--- config.mk ---
export PLATFORM = sky130hd
export DESIGN_NAME = qsim_core
export DESIGN_NICKNAME = d
export VERILOG_FILES = /design/src/rtl/qsim_pkg.sv /design/src/rtl/qsim_pair_alu.sv /design/src/rtl/qsim_core.sv
export SDC_FILE = /design/constraint.sdc
export NUM_CORES = 1
export LEC_CHECK = 0
export CAP_MARGIN = 20
export CORE_MARGIN = 1.5
export CORE_UTILIZATION = 63
export CTS_BUF_LIST = sky130_fd_sc_hd__clkbuf_8
export DETAILED_ROUTE_END_ITERATION = 8
export GPL_TIMING_DRIVEN = 0
export PLACE_DENSITY = 0.88
export RECOVER_POWER = 100
export SETUP_SLACK_MARGIN = 0.4
export SLEW_MARGIN = 5
export SYNTH_ARGS = -nofsm -noshare
export SYNTH_HDL_FRONTEND = slang
export SYNTH_SLANG_ARGS = --single-unit
export TNS_END_PERCENT = 50
--- constraint.sdc ---
create_clock -name clk -period 11 [get_ports clk]
set_clock_uncertainty 0.1 [all_clocks]
set_input_delay 2.75 -clock clk [delete_from_list [all_inputs] [get_ports clk]]
set_output_delay 2.75 -clock clk [all_outputs]
set_load 0.005 [all_outputs]
--- src/rtl/qsim_pkg.sv ---
// Shared opcodes, FSM encoding and decoded-operation type for the qsim state-vector core.
// Legality of qubit operands is resolved once at decode so the datapath only sees executable ops.
package qsim_pkg;

  localparam logic [2:0] OPC_H    = 3'b000;
  localparam logic [2:0] OPC_X    = 3'b001;
  localparam logic [2:0] OPC_CNOT = 3'b010;
  localparam logic [2:0] OPC_Z    = 3'b011;
  localparam logic [2:0] OPC_INIT = 3'b100;

  typedef enum logic [1:0] {
    ST_IDLE = 2'd0,
    ST_EXEC = 2'd1,
    ST_DONE = 2'd2
  } qsim_state_t;

  // OP_ILL marks a gate whose qubit operands are out of range or collide.
  typedef enum logic [2:0] {
    OP_H    = OPC_H,
    OP_X    = OPC_X,
    OP_CNOT = OPC_CNOT,
    OP_Z    = OPC_Z,
    OP_INIT = OPC_INIT,
    OP_NOP  = 3'b101,
    OP_ILL  = 3'b111
  } qsim_op_t;

  function automatic logic qsim_is_gate(input qsim_op_t op);
    return (op == OP_H) || (op == OP_X) || (op == OP_CNOT) || (op == OP_Z);
  endfunction

  function automatic qsim_op_t qsim_decode(input logic [2:0] opc,
                                           input logic [1:0] q1,
                                           input logic [1:0] q2,
                                           input logic [2:0] nq);
    qsim_op_t op;
    case (opc)
      OPC_H:    op = OP_H;
      OPC_X:    op = OP_X;
      OPC_CNOT: op = OP_CNOT;
      OPC_Z:    op = OP_Z;
      OPC_INIT: op = OP_INIT;
      default:  op = OP_NOP;
    endcase
    if (qsim_is_gate(op)) begin
      if ({1'b0, q1} >= nq) begin
        op = OP_ILL;
      end else if ((op == OP_CNOT) && (({1'b0, q2} >= nq) || (q1 == q2))) begin
        op = OP_ILL;
      end
    end
    return op;
  endfunction

endpackage

--- src/rtl/qsim_pair_alu.sv ---
// Combinational butterfly for one amplitude pair (H/X/Z/CNOT), zero latency, no flow control.
// Define QSIM_SAT_EN to clamp results to the AW-bit signed range instead of wrapping.
module qsim_pair_alu
  import qsim_pkg::*;
#(
  parameter int AW = 8
) (
  input  qsim_op_t               op,
  input  logic                   ctrl,
  input  logic signed [AW-1:0]   a0,
  input  logic signed [AW-1:0]   a1,
  output logic signed [AW-1:0]   y0,
  output logic signed [AW-1:0]   y1
);

  // A result needs clamping only when its top two bits disagree.
  function automatic logic signed [AW:0] clamp(input logic signed [AW:0] x);
`ifdef QSIM_SAT_EN
    if (x[AW] != x[AW-1]) begin
      return x[AW] ? {2'b11, {(AW-1){1'b0}}} : {2'b00, {(AW-1){1'b1}}};
    end
`endif
    return x;
  endfunction

  logic signed [AW:0] ax0;
  logic signed [AW:0] ax1;
  logic signed [AW:0] sum_h;
  logic signed [AW:0] dif_h;
  logic signed [AW:0] neg1;

  always_comb begin
    ax0   = {a0[AW-1], a0};
    ax1   = {a1[AW-1], a1};
    sum_h = (ax0 + ax1) >>> 1;
    dif_h = (ax0 - ax1) >>> 1;
    neg1  = -ax1;
  end

  always_comb begin
    y0 = a0;
    y1 = a1;
    case (op)
      OP_H: begin
        y0 = AW'(clamp(sum_h));
        y1 = AW'(clamp(dif_h));
      end
      OP_X: begin
        y0 = a1;
        y1 = a0;
      end
      OP_Z: begin
        y1 = AW'(clamp(neg1));
      end
      OP_CNOT: begin
        if (ctrl) begin
          y0 = a1;
          y1 = a0;
        end
      end
      default: begin
        y0 = a0;
        y1 = a1;
      end
    endcase
  end

endmodule

--- src/rtl/qsim_core.sv ---
// qsim_core: NQ-qubit state-vector gate engine, one amplitude pair per cycle; accept-to-done 2^(NQ-1)+1 cycles.
// instr_ready only in IDLE, so offers during EXEC/DONE stall; QSIM_SAT_EN selects clamping over wrap.
module qsim_core
  import qsim_pkg::*;
#(
  parameter int NQ       = 2,
  parameter int AW       = 8,
  parameter int INIT_AMP = 10
) (
  input  logic                      clk,
  input  logic                      reset,
  input  logic                      instr_valid,
  output logic                      instr_ready,
  input  logic [2:0]                opcode,
  input  logic [1:0]                qubit1,
  input  logic [1:0]                qubit2,
  output logic                      busy,
  output logic                      done,
  output logic                      err,
  output logic [AW*(1<<NQ)-1:0]     out_state_flat
);

  localparam int NS = 1 << NQ;
  localparam int NP = NS / 2;
  localparam int KW = NQ - 1;
  localparam logic [2:0]           NQ3  = 3'(NQ);
  localparam logic signed [AW-1:0] AMP0 = AW'(INIT_AMP);

  qsim_state_t state_q, state_d;
  qsim_op_t    op_q, op_d;
  logic [KW-1:0] k_q, k_d;
  logic [1:0]  q1_q, q1_d;
  logic [1:0]  q2_q, q2_d;
  logic        err_q, err_d;
  logic signed [AW-1:0] amp_q [NS];
  logic signed [AW-1:0] amp_d [NS];

  logic [1:0]    tgt;
  logic [1:0]    pos;
  logic [1:0]    cpos;
  logic [NQ-1:0] kx;
  logic [NQ-1:0] lo_mask;
  logic [NQ-1:0] i0;
  logic [NQ-1:0] i1;
  logic          ctrl;
  logic          exec_last;
  logic signed [AW-1:0] y0;
  logic signed [AW-1:0] y1;

  // Pair indices: counter k with a zero spliced in at the target bit (qubit 0 is the index MSB).
  always_comb begin
    tgt       = (op_q == OP_CNOT) ? q2_q : q1_q;
    pos       = 2'(NQ - 1) - tgt;
    cpos      = 2'(NQ - 1) - q1_q;
    kx        = NQ'(k_q);
    lo_mask   = (NQ'(1) << pos) - NQ'(1);
    i0        = ((kx & ~lo_mask) << 1) | (kx & lo_mask);
    i1        = i0 | (NQ'(1) << pos);
    ctrl      = |(i0 & (NQ'(1) << cpos));
    exec_last = !qsim_is_gate(op_q) || (k_q == KW'(NP - 1));
  end

  qsim_pair_alu #(.AW(AW)) u_alu (
    .op   (op_q),
    .ctrl (ctrl),
    .a0   (amp_q[i0]),
    .a1   (amp_q[i1]),
    .y0   (y0),
    .y1   (y1)
  );

  always_ff @(posedge clk) begin
    if (reset) begin
      state_q <= ST_IDLE;
    end else begin
      state_q <= state_d;
    end
  end

  always_comb begin
    state_d = state_q;
    case (state_q)
      ST_IDLE: if (instr_valid) state_d = ST_EXEC;
      ST_EXEC: if (exec_last) state_d = ST_DONE;
      ST_DONE: state_d = ST_IDLE;
      default: state_d = ST_IDLE;
    endcase
  end

  always_comb begin
    instr_ready = (state_q == ST_IDLE);
    busy        = (state_q == ST_EXEC) || (state_q == ST_DONE);
    done        = (state_q == ST_DONE);
  end

  always_comb begin
    amp_d = amp_q;
    op_d  = op_q;
    k_d   = k_q;
    q1_d  = q1_q;
    q2_d  = q2_q;
    err_d = err_q;
    case (state_q)
      ST_IDLE: begin
        if (instr_valid) begin
          op_d = qsim_decode(opcode, qubit1, qubit2, NQ3);
          q1_d = qubit1;
          q2_d = qubit2;
          k_d  = '0;
        end
      end
      ST_EXEC: begin
        if (op_q == OP_INIT) begin
          for (int i = 0; i < NS; i++) amp_d[i] = '0;
          amp_d[0] = AMP0;
        end else if (qsim_is_gate(op_q)) begin
          amp_d[i0] = y0;
          amp_d[i1] = y1;
        end else if (op_q == OP_ILL) begin
          err_d = 1'b1;
        end
        k_d = exec_last ? '0 : k_q + 1'b1;
      end
      default: begin
        k_d = k_q;
      end
    endcase
  end

  always_ff @(posedge clk) begin
    if (reset) begin
      op_q  <= OP_NOP;
      k_q   <= '0;
      q1_q  <= '0;
      q2_q  <= '0;
      err_q <= 1'b0;
      for (int i = 0; i < NS; i++) amp_q[i] <= (i == 0) ? AMP0 : '0;
    end else begin
      op_q  <= op_d;
      k_q   <= k_d;
      q1_q  <= q1_d;
      q2_q  <= q2_d;
      err_q <= err_d;
      for (int i = 0; i < NS; i++) amp_q[i] <= amp_d[i];
    end
  end

  assign err = err_q;

  always_comb begin
    out_state_flat = '0;
    for (int i = 0; i < NS; i++) out_state_flat[AW*(NS-1-i) +: AW] = amp_q[i];
  end

endmodule

==> results_dict.tcl <==
set metrics [dict create \
    synthCells 528 \
    synth.avg_cell_area_sq_um 7.37 \
    dp_cells 647 \
    synthArstFlopShare_pct 0 \
    max_clock_freq_mhz 168 \
    synth_seq_area_share_pct 22.1 \
    io_buffers 44 \
    start_util_pct 65.4 \
    synth_compound_area_share_pct 31.9 \
    detail_route.wirelength_um 14700 \
    placed_area_sq_um 4430 \
    cts_htree_levels 2 \
    yosysMostFrequentCell "nor2_1" \
    grt_pass1_vias 4170 \
    min_period_over_period_pct 54.3 \
    num_rows 28 \
    max_slew.worst_pin.slew_ns 0.940 \
    drt_iter0_markers 762 \
    syn_nets 558 \
    post_cts.repair.setup_buffers 0 \
    start_kind "flip-flop" \
    p_clk_share_pct 32.4 \
    layout-drive-gt1-share_pct 4.48 \
    grt_first_pass_wirelength_um 21800 \
    finalSetupTns_ns 0 \
    die_h_um 81.6 \
    placeableCoreArea_sq_um 5960 \
    synth_top_area_cell "dfxtp_1" \
    place_congestion 1.03 \
    dieArea_sq_um 6660 \
    crit_path_start "op_q[1]$_SDFFE_PP0P_" \
    max_slew_margin_pct 35.6 \
    synth_top_family_by_area "compound AO/OA/AOI/OAI gates" \
    required_ns 11.11 \
    seqPwrFrac_pct 34.0 \
    stdcell_area_sq_um 4550 \
    power.switching_uw 166 \
    max-vdd-ir-drop_v 0.0000795 \
    cts_hold_buf 0 \
    io_pins 46 \
    tritoncts "yes" \
    cap_viol_max_count 0 \
    path_class "reg -> reg" \
    finish.net_count 609 \
    tritoncts.num_buffers 5 \
    synth_top_flop_cell "dfxtp_1" \
    ys_types 68 \
    ys_top_cells_by_count "67 x nor2_1, 46 x a21oi_1, 43 x dfxtp_1, 37 x nand2_1, 29 x inv_1" \
    hpwlAfterDp_um 11100 \
    drt-pass1-iter-count 6 \
    slew_viol_final 0 \
    antenna_found_initial 0 \
    clk_pin_slew_ns 0.09 \
    synthTopCellsByArea "dfxtp_1 22%, nor2_1 6.5%, a21oi_1 5.9%, ha_1 5.8%, mux2i_1 4.6%" \
    synth-adder-area-share_pct 6.81 \
    internal-power_uw 308 \
    grt_usage_pct 43.8 \
    die_width_um 81.6 \
    finalSetupViolations 0 \
    combPwrFrac_pct 33.6 \
    powerDensity_nw_per_um2 104 \
    grt_start_max_net_pins 16 \
    clk_latency_ns 0.31 \
    p_sw_share_pct 35.0 \
    synthSimpleGateAreaFrac_pct 23.5 \
    arrival_ns 6.08 \
    min-delay-start "out_state_flat[9]$_SDFFE_PP0P_" \
    via_per_inst 7.27 \
    rsz0062_at_grt "no" \
    ys_seq_elements 43 \
    status "completed" \
    cts.repair.resized 0 \
    synth_area_sq_um 3890 \
    wl_per_cell_um 22.4 \
    hold_viol 0 \
    grt-ovfl-total 0 \
    syn2layout_area_growth_pct 16.8 \
    root_buffer "clkbuf_8" \
    cp-end-kind "flip-flop" \
    n_antenna_cell 0 \
    fin_cells 655 \
    antenna_left 0 \
    clock_sinks 43 \
    yosys.area.top_type_share_pct 22.1 \
    min_period_ns 5.97 \
    drc 0 \
    cts_buffer_depth 2 \
    synth-edff-count 0 \
    r2r_start "op_q[1]$_SDFFE_PP0P_" \
    via_count 4760 \
    hold_path_class "reg -> reg" \
    synth_xor_area_share_pct 2.70 \
    final_core_util_pct 76.4 \
    crit_fanout 10 \
    p_leak_uw 0.00178 \
    yosysWarnings 0 \
    synthMuxAreaShare_pct 6.17 \
]
## per-layer routing
metal	global-route usage [%]	wire [um]
met1	58.6	5700
met3	11.0	2130
met2	66.1	6190
met5	0	0
met4	19.8	645
## final timing paths
path / depth (start not counted) / endpoint / slack, ns
min reg2reg: 2 / out_state_flat[9]$_SDFFE_PP0P_ / 0.41
min: 2 / out_state_flat[9]$_SDFFE_PP0P_ / 0.41
max: 14 / out_state_flat[12]$_SDFFE_PP0P_ / 5.03
max reg2reg: 14 / out_state_flat[12]$_SDFFE_PP0P_ / 5.03
## per-stage QoR
step / power [uW] / hold WS (ns) / worst slack, ns
after floorplan: 274 / 0.361 / 6.89
after global placement: 314 / 0.349 / 5.75
after detailed placement: 317 / 0.387 / 5.76
after CTS: 466 / 0.402 / 5.72
after global routing: 488 / 0.428 / 4.78
final: 474 / 0.410 / 5.03
## cell type report
class	instances	area, sq um
plain buffers	35	151
flip-flops and latches	43	861
fillers	472	1410
well taps	75	93.8
clock buffers	5	68.8
repair buffers	44	440
clock inverters	3	71.3
inverters	30	113
multi-input cells	420	2750
## worst max-delay path, cell delays in order, from the launching register on
cell      delay [ns]
dfxtp_1         0.33
clkbuf_1        0.33
nor3b_1         0.72
mux2i_1         0.87
o32ai_1         0.26
nor3_1          0.72
ha_1            0.24
clkbuf_1        0.31
inv_1           0.19
a21oi_1         0.22
o22ai_1         0.13
a221o_1         0.30
a211oi_1        0.71
o22ai_1         0.19
a32o_1          0.24
## power by group through the flow
stage          clock network, uW  registers, uW  logic (uW)
4_1_cts                      152            161         154
3_3_place_gp                   0            164         150
5_1_grt                      157            161         169
3_5_place_dp                   0            165         152
2_1_floorplan                  0            164         111
6_report                     153            161         159
## cell usage in the layout (no fill, tap or decap), types with 5 or more instances in the layout
cell / count
a211oi_1: 13
a21oi_1: 46
a221o_1: 8
a221oi_1: 5
a222oi_1: 5
a22oi_1: 19
and2_1: 5
clkbuf_1: 27
clkbuf_8: 5
clkdlybuf4s50_1: 6
dfxtp_1: 43
dlygate4sd3_1: 38
ha_1: 18
inv_1: 29
mux2i_1: 18
nand2_1: 37
nand2b_1: 10
nand3_1: 8
nor2_1: 67
nor2b_1: 8
nor3_1: 21
nor4_1: 7
o21ai_0: 24
o22ai_1: 7
o31ai_1: 5
o32ai_1: 5
o41ai_1: 5
or3_1: 5
xnor2_1: 9
## registers in the layout, indices dropped and copies added (netlist names)
register,count
state_q,2
k_q,1
err,1
q1_q,2
q2_q,2
out_state_flat,32
op_q,3
## cell families after synthesis
group,after synthesis
xor+xnor,12
compound gates,178
simple gates,187
flops,43
mux,23
buf+inv,65
fa+ha+maj,20
(Power assumes the default switching activity.)
